`src/rtl/mult_pkg.sv`:
```
// Shared definitions for the sequential shift-add multiplier.
// N_BITS is pinned to the width of the single shared add_huit adder.
package mult_pkg;

  typedef enum logic [1:0] {
    IDLE = 2'd0,
    CALC = 2'd1,
    DONE = 2'd2
  } state_t;

  localparam int N_BITS    = 8;
  localparam int LAST_ITER = N_BITS - 1;

endpackage

```
`src/rtl/add_huit.sv`:
```
// 8-bit ripple-carry adder: s = a + b + rin, carry out on rout.
// Purely combinational, no handshake.
module add_huit (
  input  logic [7:0] a,
  input  logic [7:0] b,
  input  logic       rin,
  output logic [7:0] s,
  output logic       rout
);

  logic [8:0] c;

  assign c[0] = rin;

  for (genvar i = 0; i < 8; i++) begin : g_fa
    assign s[i]   = a[i] ^ b[i] ^ c[i];
    assign c[i+1] = (a[i] & b[i]) | (c[i] & (a[i] ^ b[i]));
  end

  assign rout = c[8];

endmodule

```
`src/rtl/mult_seq_ctrl.sv`:
```
// 8x8 unsigned shift-add multiplier on one shared add_huit; done 9 cycles after accept.
// start is ignored while busy; MULT_SEQ_ZERO_BYPASS_EN lets zero operands finish in 1 cycle.
module mult_seq_ctrl
  import mult_pkg::*;
#(
  parameter int N_BITS = 8,
  parameter int CNT_W  = 4
) (
  input  logic         clk,
  input  logic         rst_n,
  input  logic         start,
  input  logic [7:0]   a,
  input  logic [7:0]   b,
  output logic         busy,
  output logic         done,
  output logic [15:0]  m
);

  if (N_BITS != 8) begin : g_bad_width
    $error("mult_seq_ctrl: N_BITS must be 8 to match add_huit");
  end
  if ((1 << CNT_W) <= LAST_ITER) begin : g_bad_cnt
    $error("mult_seq_ctrl: CNT_W too narrow for N_BITS iterations");
  end

  state_t           state;
  logic [7:0]       p_q;
  logic [7:0]       q_q;
  logic [7:0]       m_q;
  logic [CNT_W-1:0] cnt;
  logic [7:0]       sum;
  logic             c;
  logic             zero_bypass;

  add_huit u_add (
    .a    (p_q),
    .b    (q_q[0] ? m_q : 8'h00),
    .rin  (1'b0),
    .s    (sum),
    .rout (c)
  );

`ifdef MULT_SEQ_ZERO_BYPASS_EN
  assign zero_bypass = (a == 8'h00) || (b == 8'h00);
`else
  assign zero_bypass = 1'b0;
`endif

  always_ff @(posedge clk or negedge rst_n) begin
    if (!rst_n) begin
      state <= IDLE;
      p_q   <= '0;
      q_q   <= '0;
      m_q   <= '0;
      cnt   <= '0;
      busy  <= 1'b0;
      done  <= 1'b0;
      m     <= '0;
    end else begin
      done <= 1'b0;
      case (state)
        IDLE, DONE: begin
          if (start) begin
            m_q <= b;
            q_q <= a;
            p_q <= '0;
            cnt <= '0;
            if (zero_bypass) begin
              state <= DONE;
              done  <= 1'b1;
              m     <= '0;
            end else begin
              state <= CALC;
              busy  <= 1'b1;
            end
          end else begin
            state <= IDLE;
          end
        end
        CALC: begin
          // Right-shift {c,sum,Q}: the carry lands in the top of P each step.
          p_q <= {c, sum[7:1]};
          q_q <= {sum[0], q_q[7:1]};
          cnt <= cnt + 1'b1;
          if (cnt == CNT_W'(LAST_ITER)) begin
            m     <= {c, sum, q_q[7:1]};
            state <= DONE;
            done  <= 1'b1;
            busy  <= 1'b0;
          end
        end
        default: state <= IDLE;
      endcase
    end
  end

endmodule

```
`config.mk`:
```
export PLATFORM = sky130hd
export DESIGN_NAME = mult_seq_ctrl
export DESIGN_NICKNAME = d
export VERILOG_FILES = /design/src/rtl/mult_pkg.sv /design/src/rtl/add_huit.sv /design/src/rtl/mult_seq_ctrl.sv
export SDC_FILE = /design/constraint.sdc
export NUM_CORES = 1
export LEC_CHECK = 0
export CAP_MARGIN = 20
export CORE_MARGIN = 4
export CORE_UTILIZATION = 54
export CTS_BUF_LIST = sky130_fd_sc_hd__clkbuf_2 sky130_fd_sc_hd__clkbuf_4 sky130_fd_sc_hd__clkbuf_8
export DETAILED_ROUTE_END_ITERATION = 8
export HOLD_SLACK_MARGIN = 0.03
export PLACE_DENSITY = 0.81
export RECOVER_POWER = 25
export SETUP_SLACK_MARGIN = 0.5
export SKIP_CTS_REPAIR_TIMING = 1
export SLEW_MARGIN = 25
export SYNTH_ARGS = -nofsm -noshare
export SYNTH_HDL_FRONTEND = slang
export SYNTH_SLANG_ARGS = --single-unit
export TNS_END_PERCENT = 100
```
`constraint.sdc`:
```
create_clock -name clk -period 3.6 [get_ports clk]
set_input_delay 0.54 -clock clk [delete_from_list [all_inputs] [get_ports clk]]
set_output_delay 0.54 -clock clk [all_outputs]
set_load 0.05 [all_outputs]
```
# Word level (Yosys, flattened, before mapping)
# Index checks and enable logic that the tools add are counted.
# W data, S select, Z words.
word_totals:
  register_bits: 48
  elab_cells: 73
classes:
  addsub: 1
  n_eq_ne: 5
  muxes: 15
  bitwise_logic: 37
  reduce_logical: 7
ops:
  columns: ["op", "count"]
  rows:
  - ["$pmux W8 S2", 2]
  - ["$mux W8", 3]
  - ["$and A1 B1 Y1", 15]
  - ["$xor A1 B1 Y1", 15]
  - ["$pmux W4 S2", 1]
  - ["$or A1 B1 Y1", 7]
  - ["$reduce_and A2 Y1", 3]
  - ["$mux W1", 5]
  - ["$add A4 B1 Y4 const B", 1]
  - ["$eq A4 B3 Y1 const B", 1]
  - ["$mux W4", 1]
  - ["$ne A2 B2 Y1 const B", 2]
  - ["$pmux W2 S2", 1]
  - ["$reduce_and A3 Y1", 1]
  - ["$eq A2 B1 Y1 const B", 1]
  - ["$eq A2 B2 Y1 const B", 1]
  - ["$logic_not A2 Y1", 1]
  - ["$mux W2", 1]
  - ["$pmux W1 S2", 1]
  - ["$reduce_bool A2 Y1", 1]
  - ["$reduce_or A2 Y1", 1]

# Depth between registers and ports, before layout
logic_depth:
  word_depth: 17
  mapped_depth: 16
  depth_no_buf: 15

# Cells and area by module
# From an unflattened synthesis, not the netlist that was laid out.
hier_totals:
  hier_cells: 168
  hier_area_um2: 2173.3
by_module_without_submodules:
  columns: ["module", "instances", "cells_per_inst", "area_per_inst_um2"]
  rows:
  - ["mult_seq_ctrl", 1, 150, 1975.6]
  - ["add_huit", 1, 18, 197.7]

# Least setup slack after synthesis
# Ideal clock, no wire load.
synth_path:
  path_type: "register to register"
  start: "register q_q[0]"
  end: "register m[14]"
  setup_ns: 0.124
  arrival_time_ns: 3.116
  required_ns: 3.476
  setup_slack_ns: 0.360
  path_stages_with_launch: 17
  n_path_buf: 1
  period_less_slack_ns: 3.240
  cell_sequence: "dfrtp_1 > clkbuf_1 > and2_1 > ha_1 > fa_1 > inv_1 > fa_1 > inv_1 > fa_1 > inv_1 > fa_1 > fa_1 > inv_1 > fa_1 > inv_1 > fa_1 > mux2i_1"
synth_via:
  elab_chain_len: 15
synth_lines:
  columns: ["element", "line", "source"]
  rows:
  - ["start: declaration", "mult_seq_ctrl.sv:28", "logic [7:0] q_q;"]
  - ["start signal: assignment", "mult_seq_ctrl.sv:83", "q_q <= {sum[0], q_q[7:1]};"]
  - ["$mux W8 (*)", "mult_seq_ctrl.sv:37", ".b (q_q[0] ? m_q : 8'h00),"]
  - ["$and A1 B1 Y1 or $xor A1 B1 Y1 (tied branches)", "add_huit.sv:17", "assign c[i+1] = (a[i] & b[i]) | (c[i] & (a[i] ^ b[i]));"]
  - ["$and A1 B1 Y1", "add_huit.sv:17", null]
  - ["$or A1 B1 Y1", "add_huit.sv:17", null]
  - ["$and A1 B1 Y1", "add_huit.sv:17", null]
  - ["$or A1 B1 Y1", "add_huit.sv:17", null]
  - ["$and A1 B1 Y1", "add_huit.sv:17", null]
  - ["$or A1 B1 Y1", "add_huit.sv:17", null]
  - ["$and A1 B1 Y1", "add_huit.sv:17", null]
  - ["$or A1 B1 Y1", "add_huit.sv:17", null]
  - ["$and A1 B1 Y1", "add_huit.sv:17", null]
  - ["$or A1 B1 Y1", "add_huit.sv:17", null]
  - ["$and A1 B1 Y1", "add_huit.sv:17", null]
  - ["$or A1 B1 Y1", "add_huit.sv:17", null]
  - ["$xor A1 B1 Y1 (*)", "add_huit.sv:16", "assign s[i] = a[i] ^ b[i] ^ c[i];"]
  - ["end signal: assignment", "mult_seq_ctrl.sv:86", "m <= {c, sum, q_q[7:1]};"]
  - ["end: declaration", "mult_seq_ctrl.sv:16", "output logic [15:0] m"]
# Every way passes the cells marked *; elsewhere a longest branch is shown, timed or not.
# A chain may end at the register's enable or synchronous reset.

# Worst setup path after layout
layout_path:
  start: "register q_q[0]"
  end: "register p_q[6]"
layout_via:
  elab_chain_len: 16
layout_lines:
  columns: ["element", "line", "source"]
  rows:
  - ["$mux W8 (*)", "mult_seq_ctrl.sv:37", null]
  - ["$and A1 B1 Y1 or $xor A1 B1 Y1 (tied branches)", "add_huit.sv:17", null]
  - ["$and A1 B1 Y1", "add_huit.sv:17", null]
  - ["$or A1 B1 Y1", "add_huit.sv:17", null]
  - ["$and A1 B1 Y1", "add_huit.sv:17", null]
  - ["$or A1 B1 Y1", "add_huit.sv:17", null]
  - ["$and A1 B1 Y1", "add_huit.sv:17", null]
  - ["$or A1 B1 Y1", "add_huit.sv:17", null]
  - ["$and A1 B1 Y1", "add_huit.sv:17", null]
  - ["$or A1 B1 Y1", "add_huit.sv:17", null]
  - ["$and A1 B1 Y1", "add_huit.sv:17", null]
  - ["$or A1 B1 Y1", "add_huit.sv:17", null]
  - ["$and A1 B1 Y1", "add_huit.sv:17", null]
  - ["$or A1 B1 Y1", "add_huit.sv:17", null]
  - ["$xor A1 B1 Y1 (*)", "add_huit.sv:16", null]
  - ["$pmux W8 S2 (*)", "mult_seq_ctrl.sv:61", "case (state)"]
  - ["end signal: assignment", "mult_seq_ctrl.sv:82", "p_q <= {c, sum[7:1]};"]
  - ["end: declaration", "mult_seq_ctrl.sv:27", "logic [7:0] p_q;"]
# Marks and branches as above.

==> impl_metrics.tcl <==
set metrics [dict create \
    fin_skew_ps 5.59 \
    drc 0 \
    path_clk_slew_ps 80 \
    rows 22 \
    fillers 274 \
    yosysWarnings 0 \
    p_sw_frac 0.428 \
    drv_cap 1 \
    slew_headroom -0.625 \
    synth_xor_area_frac 0 \
    synth_nets 210 \
    p_sw_w 0.00111 \
    worstPathMaxFanout 5 \
    violations "capacitance limit, slew limit" \
    ir_drop_mv 0.643 \
    fin_total_pwr_w 0.00258 \
    viasPerCell 5.31 \
    tritoncts "yes" \
    p_seq_frac 0.369 \
    syn_to_final_growth_pct 24.6 \
    htree_levels 2 \
    setup_viol 0 \
    clk_path_buf_depth 2 \
    setup_ws_ps 394 \
    initial_utilization 0.568 \
    synth_largest_area_cell "dfrtp_1" \
    intPower_w 0.00148 \
    outcome "finished, violations left" \
    drt_iter0_markers 85 \
    synth_top_family_by_area "simple AND/OR/NAND/NOR gates" \
    ys_ff_latch 48 \
    die-area_sq_mm 0.00501 \
    grt_max_degree 49 \
    synthMuxAreaShare 0.102 \
    io_buffers 36 \
    power.leakage_nw 1.19 \
    cts.sinks 48 \
    power_density_mw_per_mm2 974 \
    instances_no_fill 267 \
    synth_top_area_frac 0.565 \
    finalCritPeriodShare 0.891 \
    hold_viol 0 \
    hpwl_mm 2.84 \
    synth_seq_area_share 0.565 \
    dp_slack_ps 296 \
    required_ps 3810 \
    syn_inst 182 \
    drive_gt1_frac 0.187 \
    final-max-slew-violation-count 49 \
    synth_area_sq_mm 0.00213 \
    grt_pass1_vias 1479 \
    max_slew.worst_pin.slew_ps 2440 \
    combinationalPowerShare 0.499 \
    grt_use_total 0.177 \
    end_kind "flip-flop" \
    drt_pass1_iterations 4 \
    synth_fa_ha_area_frac 0.0776 \
    core_sq_mm 0.00374 \
    clock_latency_ps 300 \
    yosys.area_share.simple 0.131 \
    cp.arrival_ps 3420 \
    grt_setup_unrepaired "true" \
    synth-compound-area-share 0.0724 \
    numCtsBuffers 5 \
    diodes 0 \
    routed_wl_mm 4.19 \
    routedWlPerCell_um 15.7 \
    post-place-cells 258 \
    crit_type "reg -> reg" \
    cts_root_buf "clkbuf_8" \
    synth_cell_type_count 24 \
    avgSynthCellArea_sq_um 11.7 \
    grt_overflow_total 0 \
    holdCritPathClass "reg -> reg" \
    final_util 0.708 \
    cp-start-kind "flip-flop" \
    ioPinCount 37 \
    drt.antenna.violating_nets 0 \
    clockPowerShare 0.132 \
    die_y_um 70.8 \
    antenna_found_initial 0 \
    die_w_um 70.8 \
    place_congestion 0.777 \
    synthTopCellsByArea "dfrtp_1 56%, nand2_1 7.1%, fa_1 6.6%, mux2_2 4.8%, mux2i_1 3.3%" \
    vias 1417 \
    fin_setup_tns_ps 0 \
    fmax_mhz 312 \
    grt_pass1_wl_mm 6.91 \
    period_minus_slack_ps 3210 \
    nNetsFinal 246 \
]
[state kept, by name (all words and copies together) (netlist names)]
signal / flops
m: 16
m_q: 8
p_q: 8
q_q: 8
cnt: 4
state: 2
busy: 1
done: 1
[cell usage after synthesis]
cell type  count
nand4_1        1
o2bb2ai_1      5
inv_1         15
mux2_2         9
and2_1         4
buf_8          1
nand2_1       40
a22o_1         4
a22oi_1        8
o21ai_0        3
mux2_4         3
nand3_1        9
nor2b_1        1
mux2i_1        7
ha_1           2
and2b_1        1
nor2_1         1
nor3_4         1
nor3_1         1
fa_1           7
buf_6          1
clkbuf_1       8
nand2b_1       2
dfrtp_1       48
[metrics by stage]
stage | hold slack, ps | area [sq um]
6_report | 482 | 2650
5_1_grt | 516 | 2650
4_1_cts | 452 | 2630
3_5_place_dp | 464 | 2530
3_3_place_gp | 458 | 2530
2_1_floorplan | 244 | 2170
[critical path: stages (launching register included)]
cell	delay (ps)
dfrtp_2	440
and2_4	150
ha_4	150
fa_2	330
inv_2	60
fa_2	180
inv_2	40
fa_2	320
inv_2	60
fa_2	180
fa_2	190
inv_2	40
fa_2	320
inv_2	60
fa_2	450
o2bb2ai_2	160
[routing by layer]
| layer | vias up | share of wire | global-route usage |
|---|---|---|---|
| met5 | - | 0 | 0 |
| li1 | 671 | - | - |
| met2 | 37 | 0.49 | 0.276 |
| met3 | 8 | 0.046 | 0.0469 |
| met1 | 701 | 0.44 | 0.245 |
| met4 | 0 | 0.018 | 0.0522 |
[path summary, 6_finish.rpt]
| path | startpoint | to | slack, ps | cells past startpoint |
|---|---|---|---|---|
| setup / recovery | q_q[0] | p_q[6] | 390 | 15 |
| hold / removal | m_q[6] | m_q[6] | 480 | 2 |
| setup reg to reg | q_q[0] | p_q[6] | 390 | 15 |
| hold reg to reg | m_q[6] | m_q[6] | 480 | 2 |
| max in group asynchronous | rst_n | q_q[0] | 1060 | 1 |
| min in group asynchronous | rst_n | m[13] | 990 | 1 |
[layout make-up]
cell class,instances,area [sq um],area share
timing repair buffer,39,377,0.142
clock buffer,8,97.6,0.0368
inverter,15,56.3,0.0212
sequential,48,1200,0.454
multi-input combinational,109,858,0.324
tap,48,60.1,0.0227
[cell families (layout without fill, tap and decap cells)]
group,Yosys count,count (layout)
flip-flops,48,48
AO/OA/AOI/OAI,20,20
adder cells (fa/ha/maj),9,9
buffers and inverters,25,62
AND/OR/NAND/NOR,61,61
multiplexers,19,19
[power by group through the flow]
stage	Clock (W)	Combinational [W]	Sequential (W)
2_1_floorplan	0	0.000633	0.00123
3_3_place_gp	0	0.00122	0.000945
3_5_place_dp	0	0.00126	0.000964
4_1_cts	0.000346	0.00127	0.000957
5_1_grt	0.000367	0.00140	0.000986
6_report	0.000340	0.00129	0.000954
[cell usage in the layout, fill, tap and decap left out, types with 2 or more instances in the layout]
cell,instances
mux2i_1,7
mux2_4,3
a22oi_1,8
o2bb2ai_2,2
o21ai_0,3
nand3_1,9
dfrtp_1,47
o2bb2ai_1,3
inv_2,5
fa_2,7
a22o_1,4
inv_1,10
mux2_2,9
nand2b_1,2
buf_4,3
clkdlybuf4s50_1,35
and2_1,3
clkbuf_8,6
nand2_1,40
clkbuf_4,2
(Power assumes the default switching activity.)
